`src/rtl/coin_dispenser.sv`:
```
// coin_dispenser: greedy change-payout engine driving three coin hopper lines
// (1.0 / 0.5 / 0.1 yuan). Amounts are in 0.1-yuan units.
// Optional closed-loop hopper acknowledge with jam detection is enabled by
// defining the macro COIN_DISP_ACK_EN; the default build is open-loop.
`timescale 1ns/1ps
module coin_dispenser #(
  parameter int PULSE_CYC   = 10,
  parameter int GAP_CYC     = 10,
  parameter int ACK_TIMEOUT = 1000
) (
  input  logic       clk,
  input  logic       rstn,
  input  logic       start,
  input  logic [6:0] amount,
  input  logic       hopper_ack,
  output logic       coin10,
  output logic       coin5,
  output logic       coin1,
  output logic       busy,
  output logic       done,
  output logic       err,
  output logic [6:0] remaining,
  output logic [6:0] paid
);

  // One shared down-timer serves PULSE, GAP and WAIT_ACK, so it is sized for
  // the longest of the three.
  localparam int PG_MAX  = (PULSE_CYC > GAP_CYC) ? PULSE_CYC : GAP_CYC;
  localparam int CNT_MAX = (PG_MAX > ACK_TIMEOUT) ? PG_MAX : ACK_TIMEOUT;
  localparam int CNT_W   = (CNT_MAX < 2) ? 1 : $clog2(CNT_MAX);

  localparam logic [CNT_W-1:0] PULSE_LAST = CNT_W'(PULSE_CYC - 1);
  localparam logic [CNT_W-1:0] GAP_LAST   = CNT_W'(GAP_CYC - 1);

`ifdef COIN_DISP_ACK_EN
  localparam logic [CNT_W-1:0] ACK_LAST   = CNT_W'(ACK_TIMEOUT - 1);

  typedef enum logic [2:0] {
    IDLE     = 3'd0,
    SEL      = 3'd1,
    PULSE    = 3'd2,
    GAP      = 3'd3,
    DONE     = 3'd4,
    WAIT_ACK = 3'd5,
    ERR      = 3'd6
  } state_t;
`else
  typedef enum logic [2:0] {
    IDLE  = 3'd0,
    SEL   = 3'd1,
    PULSE = 3'd2,
    GAP   = 3'd3,
    DONE  = 3'd4
  } state_t;
`endif

  state_t           state;
  state_t           nxt;
  logic [CNT_W-1:0] cnt;
  logic [6:0]       denom;
  logic [6:0]       sel_denom;
  logic             pulse_end;
  logic             gap_end;
  logic             confirm;
  logic             timed;
`ifdef COIN_DISP_ACK_EN
  logic             ack_expire;
`else
  // hopper_ack has no function in the open-loop build.
  logic             unused_ack;
  assign unused_ack = hopper_ack;
`endif

  // Greedy denomination choice: largest coin not exceeding what is left.
  function automatic logic [6:0] pick_denom(input logic [6:0] rem);
    if (rem >= 7'd10)
      pick_denom = 7'd10;
    else if (rem >= 7'd5)
      pick_denom = 7'd5;
    else
      pick_denom = 7'd1;
  endfunction

  assign sel_denom = pick_denom(remaining);
  assign pulse_end = (state == PULSE) && (cnt == PULSE_LAST);
  assign gap_end   = (state == GAP) && (cnt == GAP_LAST);

`ifdef COIN_DISP_ACK_EN
  assign confirm    = (state == WAIT_ACK) && hopper_ack;
  assign ack_expire = (state == WAIT_ACK) && !hopper_ack && (cnt == ACK_LAST);
  assign timed      = (state == PULSE) || (state == GAP) || (state == WAIT_ACK);
`else
  assign confirm    = pulse_end;
  assign timed      = (state == PULSE) || (state == GAP);
`endif

  // State register; reset returns to IDLE immediately.
  always_ff @(posedge clk or negedge rstn) begin
    if (!rstn)
      state <= IDLE;
    else
      state <= nxt;
  end

  // Next-state decode plus the state-derived status outputs.
  always_comb begin
    nxt  = state;
    busy = 1'b1;
    done = 1'b0;
    unique case (state)
      IDLE: begin
        busy = 1'b0;
        if (start)
          nxt = SEL;
      end
      SEL: begin
        if (remaining == 7'd0)
          nxt = DONE;
        else
          nxt = PULSE;
      end
      PULSE: begin
        if (pulse_end) begin
`ifdef COIN_DISP_ACK_EN
          nxt = WAIT_ACK;
`else
          nxt = GAP;
`endif
        end
      end
`ifdef COIN_DISP_ACK_EN
      WAIT_ACK: begin
        if (confirm)
          nxt = GAP;
        else if (ack_expire)
          nxt = ERR;
      end
      ERR: begin
        nxt = DONE;
      end
`endif
      GAP: begin
        if (gap_end)
          nxt = SEL;
      end
      DONE: begin
        done = 1'b1;
        nxt  = IDLE;
      end
      default: begin
        nxt = IDLE;
      end
    endcase
  end

  // Phase timer: restarts on every state change, runs only in timed states.
  always_ff @(posedge clk or negedge rstn) begin
    if (!rstn)
      cnt <= '0;
    else if (nxt != state)
      cnt <= '0;
    else if (timed)
      cnt <= cnt + 1'b1;
  end

  // Registered coin drives: raised on the SEL exit edge, dropped at PULSE end,
  // so only the selected line can ever be high.
  always_ff @(posedge clk or negedge rstn) begin
    if (!rstn) begin
      coin10 <= 1'b0;
      coin5  <= 1'b0;
      coin1  <= 1'b0;
      denom  <= 7'd0;
    end else if ((state == SEL) && (remaining != 7'd0)) begin
      coin10 <= (sel_denom == 7'd10);
      coin5  <= (sel_denom == 7'd5);
      coin1  <= (sel_denom == 7'd1);
      denom  <= sel_denom;
    end else if (pulse_end) begin
      coin10 <= 1'b0;
      coin5  <= 1'b0;
      coin1  <= 1'b0;
    end
  end

  // Payout ledger: remaining+paid stays equal to the accepted amount, and a
  // coin moves from remaining to paid only when it is confirmed delivered.
  // The greedy choice guarantees denom <= remaining, so neither side wraps.
  always_ff @(posedge clk or negedge rstn) begin
    if (!rstn) begin
      remaining <= 7'd0;
      paid      <= 7'd0;
    end else if ((state == IDLE) && start) begin
      remaining <= amount;
      paid      <= 7'd0;
    end else if (confirm) begin
      remaining <= remaining - denom;
      paid      <= paid + denom;
    end
  end

  // Jam flag: sticky until the next accepted start.
  always_ff @(posedge clk or negedge rstn) begin
    if (!rstn)
      err <= 1'b0;
    else if ((state == IDLE) && start)
      err <= 1'b0;
`ifdef COIN_DISP_ACK_EN
    else if (ack_expire)
      err <= 1'b1;
`endif
  end

endmodule

```
`config.mk`:
```
export PLATFORM = sky130hd
export DESIGN_NAME = coin_dispenser
export DESIGN_NICKNAME = d
export VERILOG_FILES = /design/src/rtl/coin_dispenser.sv
export SDC_FILE = /design/constraint.sdc
export NUM_CORES = 1
export LEC_CHECK = 0
export ABC_AREA = 0
export BUFFER_PORTS_ARGS = -buffer_cell sky130_fd_sc_hd__buf_2
export CORE_MARGIN = 5
export CORE_UTILIZATION = 30
export CTS_BUF_LIST = sky130_fd_sc_hd__clkbuf_2 sky130_fd_sc_hd__clkbuf_4 sky130_fd_sc_hd__clkbuf_8
export DETAILED_ROUTE_END_ITERATION = 10
export HOLD_SLACK_MARGIN = 0.03
export SYNTH_ARGS = -nofsm -noshare
export SYNTH_HDL_FRONTEND = slang
export SYNTH_SLANG_ARGS = --single-unit
```
`constraint.sdc`:
```
create_clock -name clk -period 3 [get_ports clk]
set_input_delay 0.3 -clock clk [delete_from_list [all_inputs] [get_ports clk]]
set_output_delay 0.3 -clock clk [all_outputs]
set_load 0.01 [all_outputs]
```
==> results_dict.tcl <==
set metrics [dict create \
    final_util_pct 35.1 \
    final_common_cell "nor2_1" \
    synth_top_area_share_pct 42.4 \
    synth_sequential_area_ratio_pct 42.4 \
    r2r_cells 5 \
    dr_total_vias 1461 \
    portBuffers 28 \
    core_sq_mm 0.00635 \
    p_total_w 0.000809 \
    irDropWorstVdd_uv 206 \
    drt_wl_total_microns 4070 \
    cts_buffer_depth 2 \
    synth.cell_area_sq_mm 0.00195 \
    synth.area.top_cells "dfrtp_1, nor2_1, ha_1, xnor2_1, xor2_1" \
    max_freq_ghz 0.460 \
    drt_iter0_markers 75 \
    p_per_area_mw_per_mm2 363 \
    wl_per_cell_microns 13.3 \
    cts-buffers-inserted 5 \
    p_leak_nw 1.01 \
    cts_sinks 33 \
    die_w_microns 90.6 \
    cp_top_family "simple AND/OR/NAND/NOR gates" \
    slew_headroom_pct 50.3 \
    gp_congestion 0.786 \
    io_pins 31 \
    mostFrequentLayoutCells "nor2_1, dfrtp_1, buf_2, nand2_1, inv_1" \
    die_area_sq_mm 0.00821 \
    antenna_cells 0 \
    setup_viol 0 \
    drv_slew 0 \
    dr.pass1.iters 4 \
    synthFlopType "dfrtp_1" \
    cpMaxStageDelayCell "dfrtp_1" \
    rsz0062_at_grt "false" \
    final_area_sq_mm 0.00223 \
    fin_crit_ns 2.17 \
    required_ns 3.16 \
    clockRootBuffer "clkbuf_8" \
    antenna_found_initial 0 \
    cts_tree "built" \
    die-height_microns 90.6 \
    synth_edf_count 0 \
    path_buf_inv 0 \
    fin_crit_sh_pct 72.4 \
    grt_pass1_wl_microns 7020 \
    overflow 0 \
    detail-route-antenna-nets 0 \
    syn_inst 204 \
    worstPathArrival_ns 2.33 \
    hold_viol_final 0 \
    syn-num-nets 227 \
    outcome "finished clean" \
    async_flop_share_pct 100 \
    grt_pass1_vias 1475 \
    crit_cells 5 \
    areaGrowthSynthToFinish_pct 14.3 \
    finalSetupTns_ns 0 \
    crit_chain "nor3b_4 > nand4_4 > a2111oi_4 > xnor2_1 > o21ai_2" \
    placementRows 29 \
    nets 253 \
    dp_hpwl_microns 3030 \
    h-tree-depth 2 \
    synth_cell_types 48 \
    maxCapViolCount 0 \
    routed_via_density 4.76 \
    ys.warnings.count 0 \
    place_area_sq_mm 0.00214 \
    cp-start-kind "flop" \
    synth_area_per_cell_sq_um 9.56 \
    cpPeakStageDelay_ns 0.67 \
    path_class "reg2reg" \
    postCtsHoldBufs 0 \
    drive_gt1_share_pct 19.6 \
    path_max_fanout 17 \
    synth_top_area_cell "dfrtp_1" \
    ys_ff_latch 33 \
    tightest_slew_ns 0.746 \
    endpoint_kind "flop" \
    drc 0 \
    fill_cells 652 \
    clock_skew_ns 0.0111 \
    clk_pin_slew_ns 0.07 \
    clk_latency_ns 0.28 \
    postCtsSetupBuffers 0 \
    initial_core_util_pct 30.7 \
    grt_max_degree 34 \
    grt_use_total_pct 10.2 \
    cts_resized 0 \
    min_path_type "in2async" \
]
cell usage after synthesis (all sizes together), types with 2 or more instances:
master	instances
nor3b	5
xor2	6
xnor2	10
nand2	13
nor4	2
nor2	35
a211oi	2
nor3	4
o21ai	12
and4	2
dfrtp	33
a31oi	3
nand3	10
fa	2
inv	11
ha	10
buf	5
nand2b	3
nand4	3
clkbuf	4
and2	3
o22ai	2
a21oi	8
logic make-up after synthesis:
logic type / count (synthesis) / synth area share (%)
mux: 1 / 0.513
other cells: 1 / 0.192
buf+inv: 20 / 4.56
compound gates: 37 / 13.0
simple gates: 84 / 23.7
flops: 33 / 42.4
xor+xnor: 16 / 7.19
fa+ha+maj: 12 / 8.47
sequential cells by signal, indices dropped and copies added, names as in the netlist:
register,cells
cnt,10
paid,7
remaining,7
denom,3
state,3
coin1,1
coin10,1
coin5,1
report_power, final:
group          internal, W  leakage, nW  switching, W
clock             0.000191       0.0477      0.000157
sequential        0.000445        0.394             0
combinational   0.00000449        0.572     0.0000111
total             0.000640         1.01      0.000168
metal layers:
metal  part of all wire, %  vias to the layer above  routed length (microns)  global-route usage [%]
met4                     0                        0                        0                    2.61
li1                      -                      748                        -                       -
met1                    47                      695                     1910                    13.1
met2                    48                       18                     1970                    16.6
met5                     0                        -                        0                       0
met3                   4.9                        0                      198                    3.25
worst register-to-register path: cells and delay by family (launching register included):
kind | cells | cell delay, ns
xor+xnor | 1 | 0.17
compound gates | 2 | 0.47
simple gates | 2 | 0.74
flops | 1 | 0.67
stage by stage:
step / hold WS (ns) / cells / setup WS [ns]
finish: 0.0834 / 307 / 0.828
global route: 0.154 / 307 / 0.609
CTS: 0.113 / 307 / 0.810
detailed placement: 0.421 / 300 / 0.803
global placement: 0.419 / 300 / 0.842
floorplan: 0.00441 / 204 / 1.10
final timing paths:
check / slack, ns / startpoint / end
worst max-delay path: 0.83 / state[1] / remaining[5]
worst min-delay path: 0.08 / rstn / coin10
worst max register to register: 0.83 / state[1] / remaining[5]
worst min register to register: 0.50 / coin5 / coin5
max in group asynchronous: 2.44 / rstn / remaining[4]
min in group clk: 0.21 / amount[5] / remaining[5]
area by class of cell:
| cell class | count | area, sq um | area share [%] |
|---|---|---|---|
| well taps | 77 | 96.3 | 4.32 |
| flip-flops and latches | 33 | 826 | 37.1 |
| inverters | 11 | 41.3 | 1.85 |
| repair buffers | 28 | 140 | 6.29 |
| multi-input cells | 151 | 1030 | 46.4 |
| clock buffers | 7 | 90.1 | 4.04 |
Note: power is estimated with default switching activity, not from simulation.
